--- src/rtl/iter_divider_if.sv ---
// Execute-stage <-> divider link: request bus in, {result, ok} bus back.
interface iter_divider_if;
   logic [66:0] es_to_div_bus;
   logic [32:0] div_to_es_bus;

   modport master (output es_to_div_bus, input  div_to_es_bus);
   modport slave  (input  es_to_div_bus, output div_to_es_bus);
endinterface

--- src/rtl/iter_divider.sv ---
// Restoring radix-2 32-bit divider: one quotient bit per cycle, sign fix-up last,
// result held with div_ok until the execute stage drops or changes the request.
module iter_divider #(
   parameter bit ZERO_FAST = 1'b1
) (
   input  logic          clk,
   input  logic          reset,
   input  logic          flush,
   iter_divider_if.slave bus
);

   typedef enum logic [1:0] {IDLE, CALC, FIX, DONE} state_e;

   logic        en;
   logic [65:0] key;
   logic        use_mod;
   logic        is_unsigned;
   logic [31:0] src1;
   logic [31:0] src2;

   assign en          = bus.es_to_div_bus[66];
   assign key         = bus.es_to_div_bus[65:0];
   assign use_mod     = bus.es_to_div_bus[65];
   assign is_unsigned = bus.es_to_div_bus[64];
   assign src1        = bus.es_to_div_bus[63:32];
   assign src2        = bus.es_to_div_bus[31:0];

   state_e      state_q, state_d;
   logic [65:0] key_q, key_d;
   logic [4:0]  cnt_q, cnt_d;
   logic        ok_q, ok_d;
   logic [31:0] res_q, res_d;
   logic [31:0] rem_q, rem_d;
   logic [31:0] quo_q, quo_d;
   logic [31:0] dvs_q, dvs_d;
   logic        negq_q, negq_d;
   logic        negr_q, negr_d;

   logic        match;
   logic        start;
   logic [32:0] shifted;
   logic [31:0] mag1;
   logic [31:0] mag2;

   // 32-bit magnitude; 0x80000000 maps to unsigned 2^31, which still fits.
   function automatic logic [31:0] mag(input logic [31:0] v, input logic sgn);
      return (sgn && v[31]) ? (~v + 32'd1) : v;
   endfunction

   function automatic logic [31:0] cond_neg(input logic [31:0] v, input logic neg);
      return neg ? (~v + 32'd1) : v;
   endfunction

   assign match   = en && (key == key_q);
   assign mag1    = mag(src1, !is_unsigned);
   assign mag2    = mag(src2, !is_unsigned);
   assign shifted = {rem_q, quo_q[31]};

   always_comb begin
      state_d = state_q;
      key_d   = key_q;
      cnt_d   = cnt_q;
      ok_d    = ok_q;
      res_d   = res_q;
      rem_d   = rem_q;
      quo_d   = quo_q;
      dvs_d   = dvs_q;
      negq_d  = negq_q;
      negr_d  = negr_q;
      start   = 1'b0;

      unique case (state_q)
         IDLE: start = en;
         CALC: begin
            if (!en) begin
               state_d = IDLE;
            end else if (!match) begin
               start = 1'b1;
            end else begin
               // shifted[32] set means rem >= 2^32 > divisor, so the low 32 bits of the difference are exact
               if (shifted >= {1'b0, dvs_q}) begin
                  rem_d = shifted[31:0] - dvs_q;
                  quo_d = {quo_q[30:0], 1'b1};
               end else begin
                  rem_d = shifted[31:0];
                  quo_d = {quo_q[30:0], 1'b0};
               end
               cnt_d = 5'(cnt_q + 5'd1);
               if (cnt_q == 5'd31) state_d = FIX;
            end
         end
         FIX: begin
            if (!en) begin
               state_d = IDLE;
            end else if (!match) begin
               start = 1'b1;
            end else begin
               res_d   = key_q[65] ? cond_neg(rem_q, negr_q) : cond_neg(quo_q, negq_q);
               ok_d    = 1'b1;
               state_d = DONE;
            end
         end
         DONE: begin
            if (!en) begin
               state_d = IDLE;
               ok_d    = 1'b0;
            end else if (!match) begin
               start = 1'b1;
            end
         end
         default: state_d = IDLE;
      endcase

      if (start) begin
         key_d  = key;
         ok_d   = 1'b0;
         cnt_d  = 5'd0;
         dvs_d  = mag2;
         negq_d = !is_unsigned && (src1[31] ^ src2[31]);
         negr_d = !is_unsigned && src1[31];
         if (ZERO_FAST && (src2 == 32'd0)) begin
            rem_d   = mag1;
            quo_d   = 32'hFFFF_FFFF;
            state_d = FIX;
         end else begin
            rem_d   = 32'd0;
            quo_d   = mag1;
            state_d = CALC;
         end
      end

      // flush abandons the request but keeps the last delivered result
      if (flush) begin
         state_d = IDLE;
         ok_d    = 1'b0;
         cnt_d   = 5'd0;
         key_d   = 66'd0;
         res_d   = res_q;
      end
   end

   always_ff @(posedge clk) begin
      if (reset) begin
         state_q <= IDLE;
         key_q   <= 66'd0;
         cnt_q   <= 5'd0;
         ok_q    <= 1'b0;
         res_q   <= 32'd0;
      end else begin
         state_q <= state_d;
         key_q   <= key_d;
         cnt_q   <= cnt_d;
         ok_q    <= ok_d;
         res_q   <= res_d;
      end
   end

   always_ff @(posedge clk) begin
      rem_q  <= rem_d;
      quo_q  <= quo_d;
      dvs_q  <= dvs_d;
      negq_q <= negq_d;
      negr_q <= negr_d;
   end

   assign bus.div_to_es_bus = {res_q, ok_q};

endmodule

--- src/flat_wrapper.sv ---
// flat-port wrapper written by rule: the top's interface ports become plain ports
module iter_divider_flat 
#(
   parameter bit ZERO_FAST = 1'b1
)
  (clk, reset, flush, bus_es_to_div_bus, bus_div_to_es_bus);
  iter_divider_if bus_i ();
  input  logic clk;
  input  logic reset;
  input  logic flush;
  input wire logic [$bits(bus_i.es_to_div_bus)-1:0] bus_es_to_div_bus;
  output wire logic [$bits(bus_i.div_to_es_bus)-1:0] bus_div_to_es_bus;
  assign bus_i.es_to_div_bus = bus_es_to_div_bus;
  assign bus_div_to_es_bus = bus_i.div_to_es_bus;
  iter_divider #(.ZERO_FAST(ZERO_FAST)) u_core (.clk(clk), .reset(reset), .flush(flush), .bus(bus_i));
endmodule
--- config.mk ---
export PLATFORM = sky130hd
export DESIGN_NAME = iter_divider_flat
export DESIGN_NICKNAME = d
export VERILOG_FILES = /design/src/rtl/iter_divider_if.sv /design/src/rtl/iter_divider.sv /design/src/flat_wrapper.sv
export SDC_FILE = /design/constraint.sdc
export NUM_CORES = 1
export LEC_CHECK = 0
export ABC_AREA = 1
export BUFFER_PORTS_ARGS = -buffer_cell sky130_fd_sc_hd__buf_2
export CAP_MARGIN = 20
export CORE_ASPECT_RATIO = 1.25
export CORE_MARGIN = 5
export CORE_UTILIZATION = 62
export DETAILED_ROUTE_END_ITERATION = 10
export PLACE_DENSITY_LB_ADDON = 0.25
export SLEW_MARGIN = 10
export SYNTH_ARGS = -nofsm -noshare
export SYNTH_HDL_FRONTEND = slang
export SYNTH_SLANG_ARGS = --single-unit
--- constraint.sdc ---
create_clock -name clk -period 5 [get_ports clk]
set_clock_uncertainty 0.05 [all_clocks]
set_input_delay 1 -clock clk [delete_from_list [all_inputs] [get_ports clk]]
set_output_delay 1 -clock clk [all_outputs]
set_load 0.03 [all_outputs]
==> flow_metrics.py <==
metrics = {
    "worst_setup_path": {
        "required_ps": 5320,
        "crit_chain": "buf_4 > inv_2 > nand2_1 > nand2_1 > nor2_1 > nand2_1 > nor2_1 > nand2_1 > nor2_2 > nand4_1 > nand2_4 > clkinv_2 > buf_4 > buf_4 > o21ai_0 > a21oi_1",
        "critPathMaxFanout": 60,
        "critPathMaxStageDelay_ps": 440,
        "crit_type": "reg -> reg",
        "critPathLaunchType": "flop",
        "cp_data_arrival_time_ps": 4260,
        "slowest_stage": "nand2_4",
        "cp-end-kind": "flop",
        "path_common_cell": "nand2_1",
    },
    "clocking": {
        "h-tree-depth": 1,
        "clk_pin_slew_worst_paths_ps": 60,
        "cts_made_buffers": 23,
        "clkSinkCount": 204,
        "cts-root-buf": "clkbuf_16",
        "clkLatencyLatePin_ps": 510,
        "clockBufferDepth": 3,
        "cts_setup_buffers": 0,
        "cts_tree": "built",
        "cts_hold_buf": 0,
        "cts_resized": 0,
    },
    "cells_and_area": {
        "final_cell_mix": "nand2_1 (492), nor2_1 (287), inv_1 (243)",
        "n_antenna_cell": 0,
        "area_growth_pct": 8.88,
        "drive_gt1_share_pct": 8.20,
        "fin_cells": 2548,
        "final_common_cell": "nand2_1",
        "final_nets": 2353,
    },
    "sta": {
        "setup_violations": 0,
        "grt_setup_unrepaired": "false",
        "relSlewSlack_pct": 34.3,
        "worstMarginPinSlew_ps": 982,
        "finalHoldViolations": 0,
        "final.setup.tns_ps": 0,
        "period_needed_ps": 3950,
        "slew_viol_final": 0,
        "max_freq_mhz": 253,
        "period_share_pct": 78.9,
    },
    "synthesis": {
        "async_flop_share_pct": 0,
        "synthTopCellsByArea": "edfxtp_1 (20%), dfxtp_1 (14%), nand2_1 (13%)",
        "synth_edf_count": 98,
        "synth_area_leader_cell": "edfxtp_1",
        "yosysUniqueCellTypes": 47,
        "syn_nets": 2296,
        "synthCells": 2183,
        "synthFlopType": "dfxtp_1",
        "syn_area_per_cell_um2": 6.72,
        "synth.top_cell.area_share_pct": 20.0,
        "synth_seq_area_share_pct": 34.5,
        "syn_area_mm2": 0.0147,
        "synth-seq-cells": 204,
        "ys_warn_count": 0,
    },
    "detailed_routing": {
        "drt_iter0_drc": 1318,
        "ant_nets": 0,
        "dr_total_vias": 14900,
        "drc": 0,
        "drt_wl_total_um": 45500,
        "dr.pass1.iters": 7,
        "wl_per_cell_um": 17.9,
        "via_per_inst": 5.84,
    },
    "outcome": {
        "status": "finished clean",
    },
    "run": {
        "cap_violations": 0,
    },
    "power": {
        "leakagePower_nw": 7.14,
        "peakVddDrop_mv": 0.314,
        "p_per_area_mw_per_mm2": 340,
    },
    "grt": {
        "grt_max_degree": 112,
        "overflow": 0,
        "grt_pass1_wl_um": 72100,
        "grt_pass1_vias": 14000,
        "grt_usage_pct": 33.4,
        "antenna_found_initial": 1,
    },
    "hold_path": {
        "min_path_type": "reg -> reg",
    },
    "place": {
        "place.gp.congestion": 0.984,
        "io_buffers": 102,
        "dp_hpwl_um": 35100,
        "place_inst": 2507,
    },
    "die": {
        "dieHeight_um": 182,
        "core_area_mm2": 0.0236,
        "io_pins": 103,
        "initial_core_util_pct": 62.3,
        "die_area_mm2": 0.0269,
        "die-width_um": 148,
        "row_count": 63,
    },
}
[worst max-delay path: cells and delay by family (launching register included)]
| kind | cells | cell delay [ps] |
|---|---|---|
| buffers and inverters | 5 | 1590 |
| and+or+nand+nor | 9 | 1480 |
| AOI/OAI and AO/OA | 2 | 330 |
| DFF | 1 | 310 |
[registers in the layout, indices dropped and copies added, names as in the netlist]
| register | cells |
|---|---|
| u_core.quo_q | 32 |
| u_core.cnt_q | 5 |
| u_core.negq_q | 1 |
| u_core.dvs_q | 32 |
| u_core.key_q | 66 |
| u_core.res_q | 32 |
| u_core.negr_q | 1 |
| u_core.state_q | 2 |
| u_core.ok_q | 1 |
| u_core.rem_q | 32 |
[through the flow]
stage               power [mW]  hold WS [ps]  util (%)  area [um^2]  setup WS (ps)
floorplan                 3.26           371         -        14700            857
global placement          3.77           382      64.8        15300           1030
detailed placement        3.79           390      64.8        15300            941
CTS                       5.41           410      67.8        16000           1130
global route              5.72           426      67.8        16000            774
finish                    5.43           407      67.8        16000           1050
[power breakdown]
| group | internal [mW] | total [mW] | switching, mW |
|---|---|---|---|
| logic | 0.544 | 1.71 | 1.17 |
| clock network | 0.948 | 1.62 | 0.676 |
| registers | 1.94 | 2.10 | 0.164 |
[final timing paths]
| check | start | end | slack, ps | cells past startpoint |
|---|---|---|---|---|
| setup reg to reg | u_core.key_q[65] | u_core.key_q[3] | 1050 | 16 |
| hold / removal | u_core.res_q[9] | u_core.res_q[9] | 410 | 2 |
| hold reg to reg | u_core.res_q[9] | u_core.res_q[9] | 410 | 2 |
| setup / recovery | u_core.key_q[65] | u_core.key_q[3] | 1050 | 16 |
[logic make-up after synthesis]
group,Yosys count,synth area share [%]
buf+inv,340,9.36
simple gates,1101,32.0
flops,204,34.5
compound gates,388,14.0
fa+ha+maj,43,3.72
xor+xnor,107,6.38
[cells in the mapped netlist (4+ instances only)]
cell	count
nor4_1	10
nor3_1	34
clkbuf_1	34
inv_1	243
and3_1	4
o211ai_1	9
xor2_1	61
nor2_2	4
nand3b_1	7
a21o_1	5
or2_1	9
a21oi_1	169
or2_2	11
ha_1	42
inv_2	14
nor2_1	288
nand2_1	493
buf_4	11
nand4_1	49
xnor2_1	46
a22oi_1	13
o21ai_0	170
buf_2	31
o21a_1	4
dfxtp_1	106
nand3_1	185
edfxtp_1	98
[metal layers]
layer,up-vias,part of all wire (%),global-route usage (%)
li1,7318,-,-
met1,6802,39,41.0
met2,615,48,58.0
met3,142,7.0,4.49
met4,2,5.4,15.6
met5,-,0.029,0
[area by class of cell]
| type | count | area, um^2 |
|---|---|---|
| Timing Repair Buffer | 115 | 621 |
| Clock inverter | 7 | 62.6 |
| Multi-Input combinational cell | 1639 | 8260 |
| Sequential cell | 204 | 5060 |
| Fill cell | 2151 | 7590 |
| Tap cell | 292 | 365 |
| Inverter | 257 | 966 |
| Clock buffer | 34 | 648 |
No activity file was read; power rests on OpenSTA's default activity.
